`src/rtl/unified_mem_arbiter.sv`:
```
// Arbitrates one instruction-fetch port and one data port onto a single memory bus.
// Optional macro ARB_RR_EN: round-robin tie-break instead of fixed data-first priority.
module unified_mem_arbiter #(
  parameter int TIMEOUT_CYCLES = 16
) (
  input  logic        clk,
  input  logic        reset,
  input  logic        i_req,
  input  logic [31:0] i_addr,
  output logic        i_ready,
  output logic [31:0] i_rdata,
  input  logic        d_req,
  input  logic        d_we,
  input  logic [1:0]  d_size,
  input  logic [31:0] d_addr,
  input  logic [31:0] d_wdata,
  output logic        d_ready,
  output logic [31:0] d_rdata,
  output logic        m_req,
  output logic        m_we,
  output logic [1:0]  m_size,
  output logic [31:0] m_addr,
  output logic [31:0] m_wdata,
  input  logic        m_ack,
  input  logic [31:0] m_rdata,
  output logic        stall_if,
  output logic        stall_mem,
  output logic        bus_err
);

  typedef enum logic [1:0] {
    IDLE   = 2'd0,
    BUSY_I = 2'd1,
    BUSY_D = 2'd2
  } state_t;

  localparam logic [4:0]  LP_TO_LAST = 5'(TIMEOUT_CYCLES - 1);
  localparam logic [31:0] LP_NOP     = 32'h0000_0013;

  state_t      r_state, w_state_nxt;
  logic [4:0]  r_cnt, w_cnt_nxt;
  logic        r_m_req, w_m_req_nxt;
  logic        r_m_we, w_m_we_nxt;
  logic [1:0]  r_m_size, w_m_size_nxt;
  logic [31:0] r_m_addr, w_m_addr_nxt;
  logic [31:0] r_m_wdata, w_m_wdata_nxt;
  logic        r_i_ready, w_i_ready_nxt;
  logic [31:0] r_i_rdata, w_i_rdata_nxt;
  logic        r_d_ready, w_d_ready_nxt;
  logic [31:0] r_d_rdata, w_d_rdata_nxt;
  logic        r_bus_err, w_bus_err_nxt;

  logic w_i_elig, w_d_elig, w_grant_i, w_grant_d;

  assign w_i_elig = i_req & ~r_i_ready;
  assign w_d_elig = d_req & ~r_d_ready;

`ifdef ARB_RR_EN
  // Remembers which port won the last grant; 0 = fetch, 1 = data.
  logic r_last_d, w_last_d_nxt;

  assign w_grant_d = w_d_elig & (~w_i_elig | ~r_last_d);
`else
  assign w_grant_d = w_d_elig;
`endif
  assign w_grant_i = w_i_elig & ~w_grant_d;

  always_comb begin
    w_state_nxt   = r_state;
    w_cnt_nxt     = r_cnt;
    w_m_req_nxt   = r_m_req;
    w_m_we_nxt    = r_m_we;
    w_m_size_nxt  = r_m_size;
    w_m_addr_nxt  = r_m_addr;
    w_m_wdata_nxt = r_m_wdata;
    w_i_ready_nxt = 1'b0;
    w_i_rdata_nxt = r_i_rdata;
    w_d_ready_nxt = 1'b0;
    w_d_rdata_nxt = r_d_rdata;
    w_bus_err_nxt = r_bus_err;
`ifdef ARB_RR_EN
    w_last_d_nxt  = r_last_d;
`endif
    case (r_state)
      IDLE: begin
        if (w_grant_d) begin
          w_state_nxt   = BUSY_D;
          w_cnt_nxt     = 5'd0;
          w_m_req_nxt   = 1'b1;
          w_m_we_nxt    = d_we;
          w_m_size_nxt  = d_size;
          w_m_addr_nxt  = d_addr;
          w_m_wdata_nxt = d_wdata;
`ifdef ARB_RR_EN
          w_last_d_nxt  = 1'b1;
`endif
        end else if (w_grant_i) begin
          w_state_nxt   = BUSY_I;
          w_cnt_nxt     = 5'd0;
          w_m_req_nxt   = 1'b1;
          w_m_we_nxt    = 1'b0;
          w_m_size_nxt  = 2'b10;
          w_m_addr_nxt  = i_addr;
          w_m_wdata_nxt = 32'd0;
`ifdef ARB_RR_EN
          w_last_d_nxt  = 1'b0;
`endif
        end
      end
      BUSY_I, BUSY_D: begin
        // Ack takes precedence over a timeout landing on the same cycle.
        if (m_ack) begin
          w_m_req_nxt = 1'b0;
          w_state_nxt = IDLE;
          if (r_state == BUSY_I) begin
            w_i_ready_nxt = 1'b1;
            w_i_rdata_nxt = m_rdata;
          end else begin
            w_d_ready_nxt = 1'b1;
            w_d_rdata_nxt = m_rdata;
          end
        end else if (r_cnt == LP_TO_LAST) begin
          // Abort: fetch sees a NOP, loads see zero, error stays set until reset.
          w_m_req_nxt   = 1'b0;
          w_state_nxt   = IDLE;
          w_bus_err_nxt = 1'b1;
          if (r_state == BUSY_I) begin
            w_i_ready_nxt = 1'b1;
            w_i_rdata_nxt = LP_NOP;
          end else begin
            w_d_ready_nxt = 1'b1;
            w_d_rdata_nxt = 32'd0;
          end
        end else begin
          w_cnt_nxt = r_cnt + 5'd1;
        end
      end
      default: w_state_nxt = IDLE;
    endcase
  end

  always_ff @(posedge clk or negedge reset) begin
    if (!reset) begin
      r_state   <= IDLE;
      r_cnt     <= 5'd0;
      r_m_req   <= 1'b0;
      r_m_we    <= 1'b0;
      r_m_size  <= 2'b00;
      r_m_addr  <= 32'd0;
      r_m_wdata <= 32'd0;
      r_i_ready <= 1'b0;
      r_i_rdata <= 32'd0;
      r_d_ready <= 1'b0;
      r_d_rdata <= 32'd0;
      r_bus_err <= 1'b0;
`ifdef ARB_RR_EN
      r_last_d  <= 1'b0;
`endif
    end else begin
      r_state   <= w_state_nxt;
      r_cnt     <= w_cnt_nxt;
      r_m_req   <= w_m_req_nxt;
      r_m_we    <= w_m_we_nxt;
      r_m_size  <= w_m_size_nxt;
      r_m_addr  <= w_m_addr_nxt;
      r_m_wdata <= w_m_wdata_nxt;
      r_i_ready <= w_i_ready_nxt;
      r_i_rdata <= w_i_rdata_nxt;
      r_d_ready <= w_d_ready_nxt;
      r_d_rdata <= w_d_rdata_nxt;
      r_bus_err <= w_bus_err_nxt;
`ifdef ARB_RR_EN
      r_last_d  <= w_last_d_nxt;
`endif
    end
  end

  assign m_req     = r_m_req;
  assign m_we      = r_m_we;
  assign m_size    = r_m_size;
  assign m_addr    = r_m_addr;
  assign m_wdata   = r_m_wdata;
  assign i_ready   = r_i_ready;
  assign i_rdata   = r_i_rdata;
  assign d_ready   = r_d_ready;
  assign d_rdata   = r_d_rdata;
  assign bus_err   = r_bus_err;
  assign stall_if  = i_req & ~r_i_ready;
  assign stall_mem = d_req & ~r_d_ready;

endmodule

```
`config.mk`:
```
export PLATFORM = sky130hd
export DESIGN_NAME = unified_mem_arbiter
export DESIGN_NICKNAME = d
export VERILOG_FILES = /design/src/rtl/unified_mem_arbiter.sv
export SDC_FILE = /design/constraint.sdc
export NUM_CORES = 1
export LEC_CHECK = 0
export ABC_AREA = 0
export BUFFER_PORTS_ARGS = -buffer_cell sky130_fd_sc_hd__clkbuf_2
export CAP_MARGIN = 10
export CORE_MARGIN = 5
export CORE_UTILIZATION = 48
export CTS_BUF_LIST = sky130_fd_sc_hd__clkbuf_2 sky130_fd_sc_hd__clkbuf_4 sky130_fd_sc_hd__clkbuf_8
export DETAILED_ROUTE_END_ITERATION = 8
export GPL_TIMING_DRIVEN = 1
export PLACE_DENSITY = 0.81
export SLEW_MARGIN = 20
export SYNTH_ARGS = -nofsm -noshare
export SYNTH_HDL_FRONTEND = slang
export SYNTH_SLANG_ARGS = --single-unit
```
`constraint.sdc`:
```
create_clock -name clk -period 2.5 [get_ports clk]
set_input_delay 0.625 -clock clk [delete_from_list [all_inputs] [get_ports clk]]
set_output_delay 0.625 -clock clk [all_outputs]
set_load 0.01 [all_outputs]
```
==> flow_metrics.tcl <==
set metrics [dict create \
    synth_edf_count 0 \
    drive_gt1_share_pct 41.63 \
    firstDrtPassIters 4 \
    grt-ovfl-total 0 \
    ys.flop_type "dfrtp_1" \
    max-vdd-ir-drop_uv 504.1 \
    root_buffer "clkbuf_8" \
    setup_viol 0 \
    ys_types 33 \
    crit_top_cell "ha_1" \
    cp_slowest_stage_delay_ns 0.55 \
    grt_pass1_wl_um 24540 \
    synthesis.area_um2 5794 \
    async_flop_share_pct 100.0 \
    cp_cell_sequence "ha_1 -> and3_1 -> ha_1 -> nor2_1 -> or3b_2 -> buf_4 -> nand2_1 -> o21ai_1" \
    die_h_um 119.9 \
    nets 940 \
    cts_hold_buf 0 \
    clockBufferDepth 2 \
    p_per_area_nw_per_um2 1203 \
    maxCapViolCount 0 \
    placed_cell_area_um2 7258 \
    route.antenna.remaining_nets 0 \
    status "finished clean" \
    endpoint_kind "flop" \
    tns_ns 0 \
    critPathLaunchType "flop" \
    cts_buffers 17 \
    rsz0062_at_grt "false" \
    final_area_um2 7667 \
    cp_max_fo 65 \
    clkSinkCount 142 \
    hold_viol 0 \
    routed_wl_um 15020 \
    postCtsResizedCells 0 \
    area_growth_pct 32.33 \
    drt-vias-per-instance 5.076 \
    core_um2 11910 \
    hp-class "input pin to async pin" \
    period_share_pct 89.16 \
    power_leakage_nw 4.214 \
    clock_skew_ns 0.01087 \
    fp-row-count 40 \
    yosys.area.top_type_share_pct 61.33 \
    ios 273 \
    tightest_slew_ns 0.7067 \
    grt_pass1_vias 5100 \
    start_util_pct 48.64 \
    slowest_stage "buf_4" \
    required_ns 2.83 \
    cts_tree "built" \
    ys_ff_latch 142 \
    clk_pin_slew_ns 0.08 \
    vias 4868 \
    grt_usage_pct 21.10 \
    portBuffers 272 \
    yosys-top-cells-area "dfrtp_1, nand2_1, mux2i_1" \
    relSlewSlack_pct 52.89 \
    synth_nets 674 \
    wl_per_cell_um 15.66 \
    arrival_ns 2.56 \
    ys_warn_count 0 \
    drc 0 \
    clk_latency_ns 0.42 \
    synth_cells 533 \
    die_w_um 119.9 \
    postCtsSetupRepairBufs 0 \
    grt_max_degree 66 \
    ys_seq_area_share_pct 61.33 \
    final_util_pct 64.37 \
    place_hpwl_um 11520 \
    cts_max_level 4 \
    path_class "flop to flop" \
    fmax_ghz 0.4486 \
    yosys.area.top_type "dfrtp_1" \
    n_antenna_cell 0 \
    antenna_found_initial 0 \
    gp_congestion 0.8201 \
    slew_violations 0 \
    drtIter0Drc 215 \
    syn_area_per_cell_um2 10.87 \
    min_period_ns 2.229 \
    dieArea_um2 14370 \
]
-- logic make-up (layout without fill, tap and decap cells) --
kind of cell               after synthesis  after routing  share of synthesized area (%)
AOI/OAI and AO/OA                      142            142                          16.00
muxes                                   32             32                          5.528
DFF                                    142            142                          61.33
adders and majority gates                5              5                          1.080
and+or+nand+nor                        164            164                          11.66
buffers and inverters                   48            327                          4.405
-- final cells by class --
| cell class | count | area [µm²] |
|---|---|---|
| clock buffers | 18 | 241.5 |
| multi-input cells | 343 | 1988 |
| repair buffers | 283 | 1488 |
| well taps | 147 | 183.9 |
| flip-flops and latches | 142 | 3553 |
| fillers | 959 | 4244 |
| clock inverters | 14 | 167.7 |
| inverters | 12 | 45.04 |
-- power breakdown --
| group | internal (W) | total [W] | leakage (nW) | switching [W] |
|---|---|---|---|---|
| Clock | 0.00100 | 0.00188 | 0.203 | 0.000880 |
| Sequential | 0.00323 | 0.00376 | 1.83 | 0.000531 |
| Combinational | 0.00146 | 0.00359 | 2.18 | 0.00212 |
| Total | 0.00569 | 0.00923 | 4.21 | 0.00353 |
-- through the flow --
| stage | hold WS [ns] | std cells | power [W] | worst slack (ns) |
|---|---|---|---|---|
| final | 0.1447 | 959 | 0.009228 | 0.2709 |
| after global routing | 0.1619 | 959 | 0.009869 | 0.1290 |
| after CTS | 0.1423 | 959 | 0.009339 | 0.2758 |
| after detailed placement | 0.4696 | 927 | 0.007442 | 0.2861 |
| after global placement | 0.4570 | 927 | 0.007233 | 0.3849 |
| after floorplan | 0.3294 | 533 | 0.005906 | 0.6646 |
-- cells in the final DEF, fill, tap and decap left out, types with 2 or more instances in the layout --
cell,instances
clkinv_4,2
ha_1,5
o21ai_0,64
bufinv_16,3
nor2_1,6
clkbuf_8,17
nand3_1,9
and3_1,2
nand4_1,2
dfrtp_1,142
clkinvlp_4,3
buf_4,8
o21ai_2,15
o21ai_1,17
a22o_1,34
inv_1,11
clkbuf_2,271
a21oi_1,4
nand4b_1,2
a31o_2,2
mux2i_1,32
inv_6,2
clkinv_2,4
a22oi_1,2
buf_12,3
nand2_1,135
-- registers in the layout (all words and copies together) (netlist names) --
name,flops
bus_err,1
d_rdata,32
d_ready,1
i_rdata,32
i_ready,1
m_addr,32
m_req,1
m_size,2
m_wdata,32
m_we,1
r_cnt,5
r_state,2
-- worst paths after layout --
check | from | endpoint | slack, ns | depth (start not counted)
max | r_cnt[0] | d_rdata[9] | 0.27 | 8
min | reset | i_rdata[5] | 0.14 | 1
max reg2reg | r_cnt[0] | d_rdata[9] | 0.27 | 8
min reg2reg | i_rdata[9] | i_rdata[9] | 0.48 | 2
max in group asynchronous | reset | i_rdata[29] | 1.68 | 2
min in group clk | d_wdata[23] | m_wdata[23] | 0.42 | 2
-- synth_stat cells (2+ instances only) --
cell,instances
nand4b_1,2
nor2_1,6
inv_1,11
a22oi_1,2
a21oi_1,4
nand4_1,2
buf_4,4
o21ai_0,64
ha_1,5
a31o_2,2
clkbuf_1,9
buf_6,5
nand2_1,135
a22o_1,34
and3_1,2
buf_2,18
nand2b_1,2
o21ai_1,17
mux2i_1,32
nand3_1,9
dfrtp_1,142
o21ai_2,15
-- per-layer routing --
metal  track usage, %  part of all wire (%)
met3            5.278                   6.8
met4            8.232                   2.7
met5                0                     0
met2            36.62                    51
met1            25.28                    40
-- critical path: cells and delay by family, from the launching register on --
family,cells,cell delay [ns]
adder cells (fa/ha/maj),2,0.43
buffers and inverters,1,0.55
flip-flops,1,0.43
AO/OA/AOI/OAI,1,0.12
AND/OR/NAND/NOR,4,0.60
(Power assumes the default switching activity.)
